--- src/rtl/multi_cycle_ctrl.sv ---
// -----------------------------------------------------------------------------
// multi_cycle_ctrl
//   Main control FSM of the multi-cycle CPU. Sequences the shared ALU, PC, IR,
//   register file and unified memory through FETCH / DECODE / EXEC / MEM / WB
//   cycles. It produces the 3-bit ALUOp consumed by ALU_Ctrl and stalls on the
//   memory handshake.
//
//   Memory handshake: mem_read_o / mem_write_o is a request held high for as
//   long as the FSM sits in a memory state. The transfer completes in the cycle
//   where mem_ready_i is high while a request is up. The FSM then leaves the
//   state on the next rising edge. mem_ready_i is ignored whenever no request
//   is raised.
//
// Ports
//   clk_i, rst_i        clock, synchronous active-high reset
//   opcode_i[5:0]       instr[31:26] from the IR, sampled in DECODE
//   mem_ready_i         memory finished the current read/write this cycle
//   pc_write_o          unconditional PC load
//   pc_write_cond_o     conditional PC load (gated by zero ^ branch_ne_o)
//   branch_ne_o         branch sense: 1 = bne
//   pc_source_o[1:0]    00 ALU result, 01 ALUOut, 10 jump target
//   i_or_d_o            memory address select: 0 PC, 1 ALUOut
//   mem_read_o          memory read request
//   mem_write_o         memory write request
//   ir_write_o          IR load
//   reg_write_o         register file write
//   reg_dst_o           0 rt, 1 rd
//   mem_to_reg_o        0 ALUOut, 1 MDR
//   ext_zero_o          zero-extend the immediate
//   alu_src_a_o         0 PC, 1 reg A
//   alu_src_b_o[1:0]    00 reg B, 01 const 4, 10 ext imm, 11 ext imm<<2
//   alu_op_o[2:0]       ALUOp for ALU_Ctrl
//   instr_done_o        pulse on the last cycle of each instruction
//   illegal_o           pulse in DECODE on an unsupported opcode
//   state_o[3:0]        current state (debug)
//   cycle_cnt_o[31:0]   (MULTI_CYCLE_CTRL_PERF_EN only) non-reset cycle count
//   instr_cnt_o[31:0]   (MULTI_CYCLE_CTRL_PERF_EN only) completed instructions
//
// Optional feature macro: MULTI_CYCLE_CTRL_PERF_EN. It adds the two counters.
// -----------------------------------------------------------------------------
module multi_cycle_ctrl (
   input  logic        clk_i,
   input  logic        rst_i,
   input  logic [5:0]  opcode_i,
   input  logic        mem_ready_i,
   output logic        pc_write_o,
   output logic        pc_write_cond_o,
   output logic        branch_ne_o,
   output logic [1:0]  pc_source_o,
   output logic        i_or_d_o,
   output logic        mem_read_o,
   output logic        mem_write_o,
   output logic        ir_write_o,
   output logic        reg_write_o,
   output logic        reg_dst_o,
   output logic        mem_to_reg_o,
   output logic        ext_zero_o,
   output logic        alu_src_a_o,
   output logic [1:0]  alu_src_b_o,
   output logic [2:0]  alu_op_o,
   output logic        instr_done_o,
   output logic        illegal_o,
   output logic [3:0]  state_o
`ifdef MULTI_CYCLE_CTRL_PERF_EN
   ,
   output logic [31:0] cycle_cnt_o,
   output logic [31:0] instr_cnt_o
`endif
);

   typedef enum logic [3:0] {
      S_IDLE     = 4'd0,
      S_FETCH    = 4'd1,
      S_DECODE   = 4'd2,
      S_MEM_ADDR = 4'd3,
      S_MEM_RD   = 4'd4,
      S_MEM_WB   = 4'd5,
      S_MEM_WR   = 4'd6,
      S_EXEC_R   = 4'd7,
      S_WB_R     = 4'd8,
      S_EXEC_I   = 4'd9,
      S_WB_I     = 4'd10,
      S_BRANCH   = 4'd11,
      S_JUMP     = 4'd12
   } state_t;

   localparam logic [5:0] OP_RTYPE = 6'b000000;
   localparam logic [5:0] OP_LW    = 6'b100011;
   localparam logic [5:0] OP_SW    = 6'b101011;
   localparam logic [5:0] OP_ADDI  = 6'b001000;
   localparam logic [5:0] OP_SLTIU = 6'b001011;
   localparam logic [5:0] OP_LUI   = 6'b001111;
   localparam logic [5:0] OP_ORI   = 6'b001101;
   localparam logic [5:0] OP_BEQ   = 6'b000100;
   localparam logic [5:0] OP_BNE   = 6'b000101;
   localparam logic [5:0] OP_J     = 6'b000010;

   state_t     state_q;
   state_t     state_nxt;
   logic [5:0] opcode_q;   // opcode captured in DECODE for the later states

   // ---------------------------------------------------------------- state reg
   always_ff @(posedge clk_i) begin
      if (rst_i) begin
         state_q  <= S_IDLE;
         opcode_q <= '0;
      end else begin
         state_q <= state_nxt;
         if (state_q == S_DECODE) opcode_q <= opcode_i;
      end
   end

   // --------------------------------------------------------------- next state
   always_comb begin
      state_nxt = S_FETCH;
      case (state_q)
         S_IDLE:     state_nxt = S_FETCH;
         S_FETCH:    state_nxt = mem_ready_i ? S_DECODE : S_FETCH;
         S_DECODE: begin
            case (opcode_i)
               OP_RTYPE:                           state_nxt = S_EXEC_R;
               OP_LW, OP_SW:                       state_nxt = S_MEM_ADDR;
               OP_ADDI, OP_SLTIU, OP_LUI, OP_ORI:  state_nxt = S_EXEC_I;
               OP_BEQ, OP_BNE:                     state_nxt = S_BRANCH;
               OP_J:                               state_nxt = S_JUMP;
               default:                            state_nxt = S_FETCH;
            endcase
         end
         S_MEM_ADDR: state_nxt = (opcode_q == OP_LW) ? S_MEM_RD : S_MEM_WR;
         S_MEM_RD:   state_nxt = mem_ready_i ? S_MEM_WB : S_MEM_RD;
         S_MEM_WB:   state_nxt = S_FETCH;
         S_MEM_WR:   state_nxt = mem_ready_i ? S_FETCH : S_MEM_WR;
         S_EXEC_R:   state_nxt = S_WB_R;
         S_WB_R:     state_nxt = S_FETCH;
         S_EXEC_I:   state_nxt = S_WB_I;
         S_WB_I:     state_nxt = S_FETCH;
         S_BRANCH:   state_nxt = S_FETCH;
         S_JUMP:     state_nxt = S_FETCH;
         default:    state_nxt = S_FETCH;   // encodings 13-15 recover to FETCH
      endcase
   end

   // ------------------------------------------------------------------ outputs
   always_comb begin
      pc_write_o      = 1'b0;
      pc_write_cond_o = 1'b0;
      branch_ne_o     = 1'b0;
      pc_source_o     = 2'b00;
      i_or_d_o        = 1'b0;
      mem_read_o      = 1'b0;
      mem_write_o     = 1'b0;
      ir_write_o      = 1'b0;
      reg_write_o     = 1'b0;
      reg_dst_o       = 1'b0;
      mem_to_reg_o    = 1'b0;
      ext_zero_o      = 1'b0;
      alu_src_a_o     = 1'b0;
      alu_src_b_o     = 2'b00;
      alu_op_o        = 3'b000;
      instr_done_o    = 1'b0;
      illegal_o       = 1'b0;
      case (state_q)
         S_FETCH: begin
            // PC+4 is computed while the read is pending. IR and PC load only
            // in the cycle the read completes.
            mem_read_o  = 1'b1;
            alu_src_b_o = 2'b01;
            alu_op_o    = 3'b100;
            ir_write_o  = mem_ready_i;
            pc_write_o  = mem_ready_i;
         end
         S_DECODE: begin
            // Branch target PC + (imm<<2) is precomputed into ALUOut.
            alu_src_b_o = 2'b11;
            alu_op_o    = 3'b100;
            case (opcode_i)
               OP_RTYPE, OP_LW, OP_SW, OP_ADDI, OP_SLTIU, OP_LUI, OP_ORI,
               OP_BEQ, OP_BNE, OP_J: illegal_o = 1'b0;
               default:              illegal_o = 1'b1;
            endcase
         end
         S_MEM_ADDR: begin
            alu_src_a_o = 1'b1;
            alu_src_b_o = 2'b10;
            alu_op_o    = 3'b100;
         end
         S_MEM_RD: begin
            mem_read_o = 1'b1;
            i_or_d_o   = 1'b1;
         end
         S_MEM_WB: begin
            reg_write_o  = 1'b1;
            mem_to_reg_o = 1'b1;
            instr_done_o = 1'b1;
         end
         S_MEM_WR: begin
            mem_write_o  = 1'b1;
            i_or_d_o     = 1'b1;
            instr_done_o = mem_ready_i;
         end
         S_EXEC_R: begin
            alu_src_a_o = 1'b1;
            alu_op_o    = 3'b010;
         end
         S_WB_R: begin
            reg_write_o  = 1'b1;
            reg_dst_o    = 1'b1;
            instr_done_o = 1'b1;
         end
         S_EXEC_I: begin
            alu_src_a_o = 1'b1;
            alu_src_b_o = 2'b10;
            case (opcode_q)
               OP_SLTIU: alu_op_o = 3'b111;
               OP_LUI:   alu_op_o = 3'b101;
               OP_ORI: begin
                  alu_op_o   = 3'b110;
                  ext_zero_o = 1'b1;
               end
               default:  alu_op_o = 3'b100;
            endcase
         end
         S_WB_I: begin
            reg_write_o  = 1'b1;
            instr_done_o = 1'b1;
         end
         S_BRANCH: begin
            alu_src_a_o     = 1'b1;
            alu_op_o        = (opcode_q == OP_BNE) ? 3'b001 : 3'b011;
            branch_ne_o     = (opcode_q == OP_BNE);
            pc_write_cond_o = 1'b1;
            pc_source_o     = 2'b01;
            instr_done_o    = 1'b1;
         end
         S_JUMP: begin
            pc_write_o   = 1'b1;
            pc_source_o  = 2'b10;
            instr_done_o = 1'b1;
         end
         default: ;   // IDLE and unused encodings: everything stays 0
      endcase
   end

   assign state_o = state_q;

`ifdef MULTI_CYCLE_CTRL_PERF_EN
   always_ff @(posedge clk_i) begin
      if (rst_i) begin
         cycle_cnt_o <= '0;
         instr_cnt_o <= '0;
      end else begin
         cycle_cnt_o <= cycle_cnt_o + 32'd1;
         if (instr_done_o) instr_cnt_o <= instr_cnt_o + 32'd1;
      end
   end
`endif

endmodule

--- config.mk ---
export PLATFORM = sky130hd
export DESIGN_NAME = multi_cycle_ctrl
export DESIGN_NICKNAME = d
export VERILOG_FILES = /design/src/rtl/multi_cycle_ctrl.sv
export SDC_FILE = /design/constraint.sdc
export NUM_CORES = 1
export LEC_CHECK = 0
export CORE_MARGIN = 2
export CORE_UTILIZATION = 35
export DETAILED_ROUTE_END_ITERATION = 10
export PLACE_DENSITY = 0.67
export SYNTH_ARGS = -nofsm -noshare
export SYNTH_HDL_FRONTEND = slang
export SYNTH_SLANG_ARGS = --single-unit
--- constraint.sdc ---
create_clock -name clk_i -period 2.6 [get_ports clk_i]
set_input_delay 0.39 -clock clk_i [delete_from_list [all_inputs] [get_ports clk_i]]
set_output_delay 0.39 -clock clk_i [all_outputs]
set_load 0.005 [all_outputs]
# Word-level counts from Yosys, hierarchy flattened
# Cells that the tools add are included.
[classes] eq_ne=26 n_mux=27 reduce_logical=12
[ops] cell="$eq A6 B4 Y1 const B" n=7
[ops] cell="$pmux W4 S7" n=1
[ops] cell="$eq A4 B4 Y1 const B" n=5
[ops] cell="$pmux W4 S5" n=1
[ops] cell="$eq A6 B3 Y1 const B" n=3
[ops] cell="$eq A6 B6 Y1 const B" n=3
[ops] cell="$eq A4 B3 Y1 const B" n=4
[ops] cell="$mux W1" n=15
[ops] cell="$pmux W2 S3" n=2
[ops] cell="$pmux W3 S4" n=1
[ops] cell="$reduce_or A10 Y1" n=1
[ops] cell="$reduce_or A2 Y1" n=5
[ops] cell="$eq A4 B2 Y1 const B" n=2
[ops] cell="$reduce_or A4 Y1" n=2
[ops] cell="$eq A6 B2 Y1 const B" n=1
[ops] cell="$logic_not A6 Y1" n=1
[ops] cell="$mux W2" n=3
[ops] cell="$reduce_or A3 Y1" n=2
[ops] cell="$reduce_or A5 Y1" n=1
[ops] cell="$eq A4 B1 Y1 const B" n=1
[ops] cell="$pmux W1 S2" n=2
[ops] cell="$pmux W2 S2" n=1
[ops] cell="$mux W3" n=1
[word_totals] ff_bits=10 inputBits=9 out_inout_bits=25 elab_cells=67

# Logic depth before layout (Yosys ltp)
# Gate-level depths: netlist of the first run.
[depth] word_depth=4 depth_mapped=5 ltp_nobuf=4

# Worst setup path before layout of the first run
# OpenSTA, ideal clock, no wires.
[synth_path] path_kind="input to output" start="input opcode_i[1]" end="output illegal_o" arrival_ps=1184 required_ps=2210 path_slack_ps=1026 stages=5 n_path_buf=1 cell_sequence="buf_6 -> mux2_1 -> a21oi_1 -> o21ai_0 -> a21oi_1"
[synth_via] elab_chain_len=4 word_cells_on_any_way=13 cone_classes="eq/ne (9); mux (2); reduce/logical (2)"
[synth_rtl] element="start, declared" line_no="44" text="input logic [5:0] opcode_i,"
[synth_rtl] element="$eq A6 B6 Y1 (tied with other cells)" line_no="176" text="case (opcode_i)"
[synth_rtl] element="$reduce_or A10 Y1 *" line_no="176"
[synth_rtl] element="$mux W1 *" line_no="176"
[synth_rtl] element="$mux W1 *" line_no="162" text="case (state_q)"
[synth_rtl] element="end, declared" line_no="62" text="output logic illegal_o,"
# Every way passes the cells marked *; elsewhere a longest branch is shown, timed or not.

# Worst setup path after layout of the first run
[layout_path] start="register state_q[2] (netlist: state_o[2])" end="output alu_op_o[1]"
[layout_via] elab_chain_len=3 word_cells_on_any_way=8 cone_classes="eq/ne (6); mux (1); reduce/logical (1)"
[layout_rtl] element="start, declared" line_no="98" text="state_t state_q;"
[layout_rtl] element="start signal, assigned" line_no="108" text="state_q <= state_nxt;"
[layout_rtl] element="$eq A4 B2 Y1 or $eq A4 B1 Y1 (tied branches)" line_no="162"
[layout_rtl] element="$reduce_or A3 Y1 (no line)"
[layout_rtl] element="$pmux W3 S4 *" line_no="162"
[layout_rtl] element="end, declared" line_no="60" text="output logic [2:0] alu_op_o,"
# Marks and branches as above.

==> results by group, run 1 <==
Synthesis
  – Leading area contributor after synthesis: dfxtp_1
  – Synth Area per Inst: between 6 and 7 µm²
  – Synth warn: 0
  – Post-synth cell types: between 40 and 50
  – Yosys top cell area share: 0.238
  – Seq cells post-synth: 10
  – Gate Count Post-Synth: approximately 120
  – FFs w/ async S/R, synth: 0
  – Syn nets: 132
  – Main area contributors after synthesis: dfxtp_1 (24%), a21oi_1 (9.5%), nand2_1 (7.1%), nor2_1 (5.8%), nand2b_1 (5.2%)
  – Synth Flop Type: dfxtp_1
  – Post-synth EDFFs: 0
  – Seq/Total Area, Yosys: 0.238
  – Cell Area, Synth: roughly 840 µm²

Worst setup path
  – Worst Setup SP: state_o[2]
  – WS Path Type: flip-flop to output port
  – CP endpoint kind: output port
  – Worst setup SP type: flip-flop
  – Max FO, Critical Path: 15
  – Reg2reg end: state_o[3]
  – R2R setup slack: 1.03 ns
  – Req. time, crit path: between 2 and 2.5 ns
  – Worst reg2reg path depth: 4
  – Launch instance of the worst register-to-register path: state_o[2]
  – Arrival time of the worst setup path: between 2 and 2.5 ns

Floorplan
  – Initial Utilization: 0.377
  – Die Footprint: 2810 µm²
  – I/O Pins: 34
  – CORE AREA: ~2200 µm²
  – Die width: 53.1 µm
  – Chip Height: approximately 53 µm
  – Row count: 17

Global routing
  – Antenna violations before repair: 0
  – Vias in the first global route: 919
  – Largest net degree at the start of global routing: 16
  – Grt ovf: 0
  – First-pass GRT wire length: between 3000 and 4000 µm
  – GRT Util Overall: 0.182

Routing
  – Initial DRC Count: 28
  – DR WL/cell: 12.9 µm
  – Top Layer Used: met3
  – Met2 WL: between 1000 and 1500 µm
  – Total number of vias: 1009
  – Post-DR vias/cell: 5.48
  – DRT antenna net count: 0
  – Metal3 WL: 186 µm
  – Drt total wl: 2380 µm
  – Drt pass-1 iters: 4
  – Wire length on met1: just over 1000 µm
  – Drt drc: 0

Power
  – Sequential Power Share: 0.453
  – Power per cell area: 295 nW/µm²
  – P_leak: between 0.4 and 0.5 nW
  – Part of the power in the clock network: 0.280
  – Total power: around 360 µW
  – Max VDD drop: 245 µV
  – Comb pwr share: 0.268
  – Net Switching: roughly 99 µW
  – Int Pwr: ~260 µW
  – Net Sw Frac: 0.273

Placement
  – Pre-CTS setup slack: -0.0124 ns
  – GP Congestion: between 0.8 and 0.9
  – IO Port Bufs: 33
  – Post-DP HPWL: roughly 1900 µm

Worst hold path
  – HP Start: opcode_q[5]
  – Hold Path Stages: 2
  – HP Class: flip-flop to flip-flop
  – Hold endpoint: opcode_q[5]

STA
  – Hold Fails Final Rpt: 0
  – Final setup vio count: 0
  – Unrepaired setup endpoints after global routing: no
  – Fin. max-slew vios: 0
  – Fin crit share: 0.925
  – Worst slew pin tran: about 0.49 ns
  – Fin crit period: between 2 and 2.5 ns
  – Clk_skew: slightly below 0.01 ns
  – Setup TNS: 0 ns
  – Final worst slack: between 0.15 and 0.2 ns
  – FMAX: roughly 420 MHz
  – Relative slew slack: 0.674

Final layout
  – P&R area growth vs syn: 45.6%
  – Final Util: 0.549
  – Antenna cell count: 0
  – Layout cells sized above 1: 0.0769
  – Nets: 167

Clock network
  – Clk slew on worst S/H paths: approximately 0.06 ns
  – CTS buffer count: 3
  – Worst-Skew Late Latency: around 0.26 ns
  – CTS max path bufs: 2
  – H-tree depth: 1
  – Root buf cell: clkbuf_4
  – Clk sink count: 10
  – CTS tree: yes
  – Post-CTS Setup Repair Bufs: 0

Status
  – Status: completed

Run
  – Max-cap viol count: 0
kinds of logic (layout without fill, tap and decap cells):
family	Yosys count	in the layout	synth area share
compound gates	40	40	0.293
xor+xnor	2	2	0.0208
buf+inv	13	46	0.0773
flops	10	10	0.238
mux	1	1	0.0134
simple gates	57	57	0.358
routing by layer:
metal | vias to the layer above | global-route usage
met1 | 456 | 0.209
met5 | - | 0
met4 | 0 | 0.0641
met3 | 0 | 0.0424
li1 | 505 | -
met2 | 48 | 0.327
per-stage QoR:
stage | std cells | area, µm² | hold slack (ns)
finish | 184 | 1230 | 0.474
global route | 184 | 1230 | 0.493
CTS | 184 | 1220 | 0.479
detailed placement | 181 | 1200 | 0.468
global placement | 181 | 1200 | 0.460
floorplan | 123 | 842 | 0.445
cells in the mapped netlist (all sizes together), types with 2 or more instances:
cell,instances
dfxtp,10
a31oi,2
o21bai,2
nor3,3
buf,7
nand2,17
o22ai,3
inv,5
nor2,13
a21boi,3
nor3b,4
and3,2
nand3,2
nor2b,2
nand2b,7
a211oi,3
a21oi,16
o21ai,6
cell type report:
| type | instances | area [µm²] |
|---|---|---|
| Inverter | 5 | 18.8 |
| Clock buffer | 3 | 22.5 |
| Sequential cell | 10 | 201 |
| Multi-Input combinational cell | 100 | 577 |
| Tap cell | 28 | 35.0 |
| Fill cell | 231 | 1010 |
| Timing Repair Buffer | 38 | 372 |
state kept, by name (all words and copies together) (netlist names):
register	cells
opcode_q	6
state_o	4
how the worst max path moves through the flow:
stage	to	slack (ns)
2_1_floorplan	illegal_o	1.03
3_3_place_gp	illegal_o	0.09
3_5_place_dp	illegal_o	-0.01
4_1_cts	illegal_o	0.004
5_1_grt	alu_op_o[1]	0.04
6_report	alu_op_o[1]	0.20
worst max-delay path: stages (launching register included):
cell,delay (ns)
dfxtp_1,0.62
nand2b_1,0.27
a21boi_0,0.19
o22ai_1,0.15
clkdlybuf4s50_1,0.52
power by group through the flow:
stage          Sequential (mW)  Combinational [mW]  Clock (mW)
2_1_floorplan            0.164              0.0486           0
3_3_place_gp             0.167              0.0963           0
3_5_place_dp             0.167              0.0974           0
4_1_cts                  0.163              0.0973       0.104
5_1_grt                  0.164               0.106       0.117
6_report                 0.164              0.0969       0.101
cells in the final DEF, fill, tap and decap left out, drive strengths merged, types with 3 or more instances in the layout:
cell           count
o21ai              6
nor3b              4
a211oi             3
o22ai              3
nand2             17
buf                5
inv                5
a21boi             3
a21oi             16
nand2b             7
dfxtp             10
nor3               3
clkdlybuf4s50     30
clkbuf             3
nor2              13
timing repair:
| action | in CTS | in global routing |
|---|---|---|
| resized for setup | 1 | 3 |
| hold endpoints to repair | 0 | 0 |
| pin swaps | 0 | 1 |
| endpoints found under the setup margin | 1 | 2 |
| hold buffers | 0 | 0 |
Power figures use the tool's default switching activity.
==> inputs of run 2 (changes only) <==
- MAX_ROUTING_LAYER: default -> met4
==> run 2 against run 1 <==
Effect of this change: clock skew up 0.00081 ns; total power up 0.16%; via count up 1.7%; utilization unchanged; first-iteration DRC count up 11%; register-to-register slack about the same; setup slack worse by 0.011 ns; largest power group unchanged; largest cell class unchanged; sequential share of layout area unchanged; clock power about the same.
==> results by group, run 2 (synthesized netlist as in run 1, its figures left out) <==
Clock network
  – CTS tree: yes (unchanged)
  – Clk sink count: 10 (unchanged)
  – CTS max path bufs: 2 (unchanged)
  – H-tree depth: 1 (unchanged)
  – CTS buffer count: 3 (unchanged)
  – Clk slew on worst S/H paths: 0.06 ns (about the same)
  – Post-CTS Setup Repair Bufs: 0 (unchanged)
  – Worst-Skew Late Latency: 0.26 ns (about the same)
  – CTS Hold Bufs: 0 (unchanged)
  – Root buf cell: clkbuf_4 (unchanged)

Worst setup path
  – R2R setup slack: 1.02 ns (was 1.03 ns)
  – WP depth: 4 (unchanged)
  – Max incr delay on CP: 0.63 ns (was 0.62 ns)
  – Req. time, crit path: 2.21 ns (about the same)
  – CP endpoint kind: output port (unchanged)
  – Delay-heaviest family, CP: flip-flops (unchanged)
  – Worst Setup SP: state_o[2] (unchanged)
  – Crit path buffers/inverters: 1 (unchanged)
  – Critical Path End: alu_op_o[1] (unchanged)
  – WS Path Type: flip-flop to output port (unchanged)
  – Worst reg2reg path depth: 4 (unchanged)
  – Worst setup SP type: flip-flop (unchanged)
  – CP Cell Sequence: nand2b_1 -> a21boi_0 -> o22ai_1 -> clkdlybuf4s50_1 (unchanged)
  – Reg2reg end: state_o[3] (unchanged)
  – Arrival time of the worst setup path: 2.03 ns (was 2.01 ns)
  – Launch instance of the worst register-to-register path: state_o[2] (unchanged)
  – Max FO, Critical Path: 15 (unchanged)
  – CP max-delay cell: dfxtp_1 (unchanged)

STA
  – Setup TNS: 0 ns (unchanged)
  – Worst slew pin tran: 0.497 ns (was 0.489 ns)
  – Fin crit period: 2.42 ns (was 2.40 ns)
  – FMAX: 414 MHz (was 416 MHz)
  – Hold Fails Final Rpt: 0 (unchanged)
  – Fin crit share: 0.929 (was 0.925)
  – Relative slew slack: 0.668 (was 0.674)
  – Clk_skew: 0.0107 ns (was 0.00992 ns)
  – Final setup vio count: 0 (unchanged)
  – Fin. max-slew vios: 0 (unchanged)
  – Unrepaired setup endpoints after global routing: no (unchanged)

Global routing
  – GRT Util Overall: 0.185 (was 0.182)
  – Largest net degree at the start of global routing: 16 (unchanged)
  – Antenna violations before repair: 0 (unchanged)
  – Vias in the first global route: 928 (was 919)
  – Grt ovf: 0 (unchanged)
  – First-pass GRT wire length: 3790 µm (was 3800 µm)

Run
  – Max-cap viol count: 0 (unchanged)

Floorplan
  – Die Footprint: 2810 µm² (unchanged)
  – Initial Utilization: 0.377 (unchanged)
  – Chip Height: 53.1 µm (unchanged)
  – Row count: 17 (unchanged)
  – Die width: 53.1 µm (unchanged)
  – I/O Pins: 34 (unchanged)
  – CORE AREA: 2230 µm² (unchanged)

Routing
  – DR WL/cell: 13.0 µm (was 12.9 µm)
  – Total number of vias: 1026 (was 1009)
  – Drt drc: 0 (unchanged)
  – Post-DR vias/cell: 5.58 (was 5.48)
  – Initial DRC Count: 31 (was 28)
  – Drt total wl: 2390 µm (was 2380 µm)
  – Drt pass-1 iters: 4 (unchanged)
  – DRT antenna net count: 0 (unchanged)

Worst hold path
  – HP Class: flip-flop to flip-flop (unchanged)

Final layout
  – P&R area growth vs syn: 45.6% (unchanged)
  – Final Util: 0.549 (unchanged)
  – Layout cells sized above 1: 0.0769 (unchanged)
  – Nets: 167 (unchanged)
  – Most frequent cells in the layout: clkdlybuf4s50_1 (30), nand2_1 (16), a21oi_1 (16) (unchanged)
  – Final Instance Count excl. Fillers: 184 (unchanged)
  – Reg with most FFs: opcode_q (unchanged)
  – Fill count: 231 (unchanged)
  – Most common cell after layout, fill and taps aside: clkdlybuf4s50_1 (unchanged)
  – Antenna cell count: 0 (unchanged)
  – Largest register FFs: 6 (unchanged)

Placement
  – Post-DP HPWL: 1870 µm (unchanged)
  – IO Port Bufs: 33 (unchanged)
  – # placed instances: 181 (unchanged)
  – GP Congestion: 0.881 (was 0.867)

Power
  – P_leak: 0.459 nW (unchanged)
  – Max VDD drop: 245 µV (about the same)
  – Power per cell area: 296 nW/µm² (was 295 nW/µm²)

Status
  – Status: completed (unchanged)
[run 2: cell counts in the layout (fill, tap and decap cells not counted)]
No cell type changed its count.
[run 2: where the power goes]
group	internal [mW]	leakage [nW]	switching, mW
sequential	0.157	0.0811	0.00661
clock	0.0532	0.0138	0.0485
combinational	0.0526	0.364	0.0444
[run 2: metrics by stage]
stage	hold slack, ns	worst slack, ns	power, mW	cell area, µm²
after floorplan	0.445	1.03	0.213	842
after global placement	0.460	0.0868	0.263	1200
after detailed placement	0.468	-0.0124	0.264	1200
after CTS	0.479	0.00406	0.364	1220
after global routing	0.493	0.0416	0.386	1230
final	0.477	0.184	0.363	1230
[run 2: how the worst min path moves through the flow]
| stage | endpoint | from | cells after the start | slack, ns |
|---|---|---|---|---|
| after floorplan | opcode_q[0] | opcode_q[0] | 2 | 0.44 |
| after global placement | opcode_q[0] | opcode_q[0] | 2 | 0.46 |
| after detailed placement | opcode_q[4] | opcode_q[4] | 2 | 0.47 |
| after CTS | opcode_q[5] | opcode_q[5] | 2 | 0.48 |
| after global routing | opcode_q[0] | opcode_q[0] | 2 | 0.49 |
| final | opcode_q[5] | opcode_q[5] | 2 | 0.48 |
[run 2: layout make-up]
| type | instances | area, µm² | area share |
|---|---|---|---|
| Sequential cell | 10 | 201 | 0.164 |
| Inverter | 5 | 18.8 | 0.0153 |
| Multi-Input combinational cell | 100 | 577 | 0.470 |
| Timing Repair Buffer | 38 | 372 | 0.303 |
| Tap cell | 28 | 35.0 | 0.0286 |
| Clock buffer | 3 | 22.5 | 0.0184 |
[run 2: metal layers]
layer  GRT usage  up-vias  part of all wire  wire (µm)
li1            -      505                 -          -
met1       0.209      470              0.42       1010
met2       0.327       49              0.49       1180
met3      0.0339        2             0.079        189
met4      0.0641        0            0.0033          8
met5           -        -                 0          0
[run 2: worst min-delay path, cell delays in order, from the launching register on]
cell     delay [ns]
dfxtp_1        0.32
nand2_1        0.05
a21oi_1        0.06
[run 2: repair_timing]
item	4_1_cts	5_1_grt
setup endpoints to repair	1	2
pin swaps	0	1
gates resized for setup	1	3
